### src/rtl/stream_reg_responder.sv
// ============================================================================
// Module   : stream_reg_responder
// Brief    : Byte-stream command responder: 'W' addr data / 'R' addr on the
//            OUT stream, one reply byte on the IN stream, four 8-bit registers.
//            Optional inactivity timeout: define CMD_TIMEOUT_EN.
// Revision : 1.0 - initial release
// ============================================================================
`default_nettype none

module stream_reg_responder #(
    parameter logic [23:0] TIMEOUT_CYCLES = 24'd12000000
) (
    input  logic        clk,
    input  logic        rstn,
    input  logic [7:0]  out_data_i,
    input  logic        out_valid_i,
    output logic        out_ready_o,
    output logic [7:0]  in_data_o,
    output logic        in_valid_o,
    input  logic        in_ready_i,
    output logic [31:0] regs_o,
    output logic        busy_o
);

    localparam logic [1:0] c_ST_IDLE     = 2'd0;
    localparam logic [1:0] c_ST_GET_ADDR = 2'd1;
    localparam logic [1:0] c_ST_GET_DATA = 2'd2;
    localparam logic [1:0] c_ST_REPLY    = 2'd3;

    localparam logic [7:0] c_OP_WRITE = 8'h57;
    localparam logic [7:0] c_OP_READ  = 8'h52;
    localparam logic [7:0] c_RSP_ERR  = 8'h3F;
    localparam logic [7:0] c_RSP_OK   = 8'h4B;

    logic [1:0]       r_state;
    logic [1:0]       w_next_state;
    logic             r_is_write;
    logic [7:0]       r_addr;
    logic [3:0][7:0]  r_regs;
    logic [7:0]       r_reply;
    logic             r_ready_en;
    logic             w_out_fire;
    logic             w_in_fire;
    logic             w_is_cmd;
    logic             w_timeout;

    assign w_out_fire = out_valid_i & out_ready_o;
    assign w_in_fire  = in_valid_o & in_ready_i;
    assign w_is_cmd   = (out_data_i == c_OP_WRITE) || (out_data_i == c_OP_READ);

`ifdef CMD_TIMEOUT_EN
    logic [23:0] r_tcnt;
    logic        w_waiting;

    assign w_waiting = (r_state == c_ST_GET_ADDR) || (r_state == c_ST_GET_DATA);
    assign w_timeout = w_waiting && (r_tcnt == TIMEOUT_CYCLES - 24'd1);

    // Restarts on every accepted byte so the limit measures host inactivity.
    always_ff @(posedge clk or negedge rstn) begin
        if (!rstn) begin
            r_tcnt <= 24'd0;
        end else if (!w_waiting || w_out_fire) begin
            r_tcnt <= 24'd0;
        end else begin
            r_tcnt <= r_tcnt + 24'd1;
        end
    end
`else
    assign w_timeout = 1'b0;
`endif

    always_ff @(posedge clk or negedge rstn) begin
        if (!rstn) begin
            r_state <= c_ST_IDLE;
        end else begin
            r_state <= w_next_state;
        end
    end

    always_comb begin
        w_next_state = r_state;
        case (r_state)
            c_ST_IDLE: begin
                if (w_out_fire) begin
                    w_next_state = w_is_cmd ? c_ST_GET_ADDR : c_ST_REPLY;
                end
            end
            c_ST_GET_ADDR: begin
                if (w_out_fire) begin
                    w_next_state = r_is_write ? c_ST_GET_DATA : c_ST_REPLY;
                end else if (w_timeout) begin
                    w_next_state = c_ST_IDLE;
                end
            end
            c_ST_GET_DATA: begin
                if (w_out_fire) begin
                    w_next_state = c_ST_REPLY;
                end else if (w_timeout) begin
                    w_next_state = c_ST_IDLE;
                end
            end
            default: begin
                if (w_in_fire) begin
                    w_next_state = c_ST_IDLE;
                end
            end
        endcase
    end

    // out_ready_o is held low through reset and rises on the first edge after release.
    always_comb begin
        out_ready_o = r_ready_en && (r_state != c_ST_REPLY);
        in_valid_o  = (r_state == c_ST_REPLY);
        busy_o      = (r_state != c_ST_IDLE);
    end

    always_ff @(posedge clk or negedge rstn) begin
        if (!rstn) begin
            r_ready_en <= 1'b0;
            r_is_write <= 1'b0;
            r_addr     <= 8'd0;
            r_regs     <= '0;
            r_reply    <= 8'd0;
        end else begin
            r_ready_en <= 1'b1;
            if (w_out_fire) begin
                case (r_state)
                    c_ST_IDLE: begin
                        r_is_write <= (out_data_i == c_OP_WRITE);
                        if (!w_is_cmd) begin
                            r_reply <= c_RSP_ERR;
                        end
                    end
                    c_ST_GET_ADDR: begin
                        r_addr <= out_data_i;
                        if (!r_is_write) begin
                            r_reply <= (out_data_i[7:2] == 6'd0) ? r_regs[out_data_i[1:0]]
                                                                 : c_RSP_ERR;
                        end
                    end
                    c_ST_GET_DATA: begin
                        if (r_addr[7:2] == 6'd0) begin
                            r_regs[r_addr[1:0]] <= out_data_i;
                            r_reply             <= c_RSP_OK;
                        end else begin
                            r_reply <= c_RSP_ERR;
                        end
                    end
                    default: begin
                    end
                endcase
            end
        end
    end

    assign in_data_o = r_reply;
    assign regs_o    = r_regs;

endmodule

`default_nettype wire

### config.mk
export PLATFORM = sky130hd
export DESIGN_NAME = stream_reg_responder
export DESIGN_NICKNAME = d
export VERILOG_FILES = /design/src/rtl/stream_reg_responder.sv
export SDC_FILE = /design/constraint.sdc
export NUM_CORES = 1
export LEC_CHECK = 0
export ABC_CLOCK_PERIOD_IN_PS = 4500
export CAP_MARGIN = 25
export CELL_PAD_IN_SITES_DETAIL_PLACEMENT = 1
export CELL_PAD_IN_SITES_GLOBAL_PLACEMENT = 2
export CORE_ASPECT_RATIO = 1.25
export CORE_MARGIN = 3
export CORE_UTILIZATION = 37
export CTS_CLUSTER_DIAMETER = 120
export CTS_CLUSTER_SIZE = 10
export DETAILED_ROUTE_END_ITERATION = 10
export GPL_TIMING_DRIVEN = 0
export PLACE_DENSITY = 0.95
export SLEW_MARGIN = 20
export SYNTH_ARGS = -nofsm -noshare
export SYNTH_HDL_FRONTEND = slang
export SYNTH_SLANG_ARGS = --single-unit
### constraint.sdc
create_clock -name clk -period 4.5 [get_ports clk]
set_clock_uncertainty 0.05 [all_clocks]
set_input_delay 0.675 -clock clk [delete_from_list [all_inputs] [get_ports clk]]
set_output_delay 0.675 -clock clk [all_outputs]
set_load 0.01 [all_outputs]
==> results.json <==
{
  "slowest_stage": "nor4_4",
  "synth_top_area_cell": "dfrtp_1",
  "ir_drop_mv": 0.3425,
  "maxCapViolations": 0,
  "drc": 0,
  "tns_ns": 0,
  "cts.sink_count": 52,
  "post_cts_buffers": 0,
  "ys_top_cells_by_count": "dfrtp_1, mux2_2, mux4_2, inv_1, o21ai_0",
  "ys_warn_count": 0,
  "rsz0062_at_grt": "false",
  "finalHoldViolCount": 0,
  "ctsResizeCount": 0,
  "final_nets": 252,
  "gr-usage-all-layers": 0.1702,
  "clk_latency_ns": 0.31,
  "cp_data_required_time_ns": 4.64,
  "route.detailed.wl_per_inst_um": 19.11,
  "n_antenna_cell": 0,
  "fin_cells": 322,
  "cts_root_buf": "clkbuf_8",
  "synth_ff_type": "dfrtp_1",
  "period_minus_slack_ns": 2.724,
  "crit_chain": "or4_4 > or4b_4 > nor4_4 > mux2_2",
  "cp_top_family": "simple AND/OR/NAND/NOR gates",
  "end_kind": "register",
  "grt_first_pass_wirelength_mm": 10.24,
  "async_flop_share": 1.000,
  "worst_pin_slew_ns": 0.7018,
  "clk_pin_slew_ns": 0.09,
  "slew_headroom": 0.5293,
  "die_height_um": 97.58,
  "cts_max_path_buffers": 2,
  "setup_viol": 0,
  "synth_edf_count": 0,
  "syn_inst": 177,
  "slowest_delay_ns": 0.61,
  "antenna_found_initial": 0,
  "fmax_mhz": 367.1,
  "grt_max_degree": 53,
  "yosys-top-cells-area": "dfrtp_1, mux2_2, mux4_2, ha_1, nor4_4",
  "power_density_mw_per_mm2": 500.8,
  "cp.arrival_ns": 2.87,
  "synth-seq-cells": 52,
  "yosysMostFrequentCell": "dfrtp_1",
  "io_pins": 55,
  "dpl_cell_area_mm2": 0.003107,
  "reg2reg_slack_ns": 1.78,
  "maxSlewViolCount": 0,
  "crit_buf_inv": 0,
  "core_mm2": 0.006326,
  "hold_class": "input pin to asynchronous set/reset pin",
  "syn_area_mm2": 0.002482,
  "die-area_mm2": 0.007734,
  "fill_cells": 686,
  "dieWidth_um": 79.26,
  "cts_tree": "done",
  "syn_area_per_cell_um2": 14.02,
  "place_hpwl_mm": 4.490,
  "start_kind": "register",
  "placed_cells": 314,
  "p_leak_nw": 1.369,
  "yosysUniqueCellTypes": 40,
  "h-tree-depth": 2,
  "cts_hold_buf": 0,
  "routed_via_density": 5.280,
  "final_area_mm2": 0.003218,
  "grt_overflow": 0,
  "outcome": "finished, final reports clean",
  "dr.pass1.iters": 4,
  "crit_type": "register to register",
  "drive_gt1_frac": 0.2785,
  "gp_congestion": 0.7611,
  "grt_pass1_vias": 1880,
  "area_delta_synth_final_pct": 29.64,
  "critPathMaxFanout": 8,
  "wl_mm": 6.155,
  "fp-row-count": 32,
  "num_vias": 1700,
  "cts_made_buffers": 5,
  "yosysTopAreaCellShare": 0.5242,
  "drtIter0Drc": 63,
  "ys_seq_area_frac": 0.5242,
  "fin_crit_sh": 0.6054,
  "io_buffers": 52,
  "start_util": 0.3924,
  "ant_nets": 0,
  "synth_nets": 193
}
cells by family (layout without fill, tap and decap cells):
kind of cell / after synthesis / count (layout) / synth area share
and+or+nand+nor: 33 / 33 / 0.09729
other: 1 / 1 / 0.001511
muxes: 49 / 49 / 0.2581
buffers and inverters: 14 / 74 / 0.03679
DFF: 52 / 52 / 0.5242
adders and majority gates: 4 / 4 / 0.02016
AOI/OAI and AO/OA: 23 / 23 / 0.05847
xor gates and xnor gates: 1 / 1 / 0.003529
registers in the layout, summed over array words and instances (netlist names):
| name | flops |
|---|---|
| r_ready_en | 1 |
| r_addr | 8 |
| r_is_write | 1 |
| r_state | 2 |
| regs_o | 32 |
| in_data_o | 8 |
power by group:
| part | internal, W | total (W) | switching (W) |
|---|---|---|---|
| clock | 0.000165 | 0.000323 | 0.000158 |
| combinational | 0.000334 | 0.000600 | 0.000266 |
| sequential | 0.000587 | 0.000689 | 0.000101 |
cell type report:
class / instances / area, µm² / area share
flip-flops and latches: 52 / 1301 / 0.4044
multi-input cells: 111 / 1090 / 0.3386
repair buffers: 52 / 518.0 / 0.1610
well taps: 85 / 106.4 / 0.03305
clock buffers: 5 / 68.82 / 0.02138
plain buffers: 8 / 68.82 / 0.02138
clock inverters: 3 / 42.54 / 0.01322
inverters: 6 / 22.52 / 0.006998
layout by cell type, fill, tap and decap left out, types with 2 or more instances in the layout:
cell type | netlist | routed
a21oi_1 | 4 | 4
a31oi_1 | 4 | 4
clkbuf_1 | 3 | 3
clkbuf_8 | 3 | 8
clkdlybuf4s50_1 | 0 | 51
dfrtp_1 | 52 | 52
ha_1 | 4 | 4
inv_1 | 6 | 6
mux2_2 | 40 | 40
mux4_2 | 8 | 8
nand2_1 | 3 | 3
nand3_1 | 5 | 5
nand4_1 | 5 | 5
nor2b_1 | 2 | 2
nor3_1 | 2 | 2
nor4_4 | 2 | 2
o21a_1 | 3 | 3
o21ai_0 | 6 | 6
o22a_1 | 3 | 3
through the flow:
step	hold slack [ns]	power [W]	util	setup WS, ns
floorplan	0.3294	0.001016	-	2.079
global route	0.3866	0.001711	0.5087	1.649
detailed placement	0.4368	0.001300	0.4911	1.560
CTS	0.3607	0.001628	0.5087	1.754
finish	0.3395	0.001612	0.5087	1.776
global placement	0.4300	0.001277	0.4915	1.163
final timing paths:
kind	startpoint	endpoint	cells past startpoint
setup reg to reg	r_addr[3]	regs_o[5]	4
hold reg to reg	r_is_write	r_is_write	2
hold / removal	rstn	in_data_o[2]	1
max in group asynchronous	rstn	r_addr[4]	1
min in group clk	r_is_write	r_is_write	2
setup / recovery	r_addr[3]	regs_o[5]	4
metal layers:
layer,up-vias,track usage,part of all wire,routed length [µm]
met2,35,0.2866,0.52,3205
met4,0,0.03968,0.012,73
met3,6,0.03154,0.027,166
li1,779,-,-,-
met5,-,0,0,0
met1,880,0.2257,0.44,2709
Note: power is estimated with default switching activity, not from simulation.
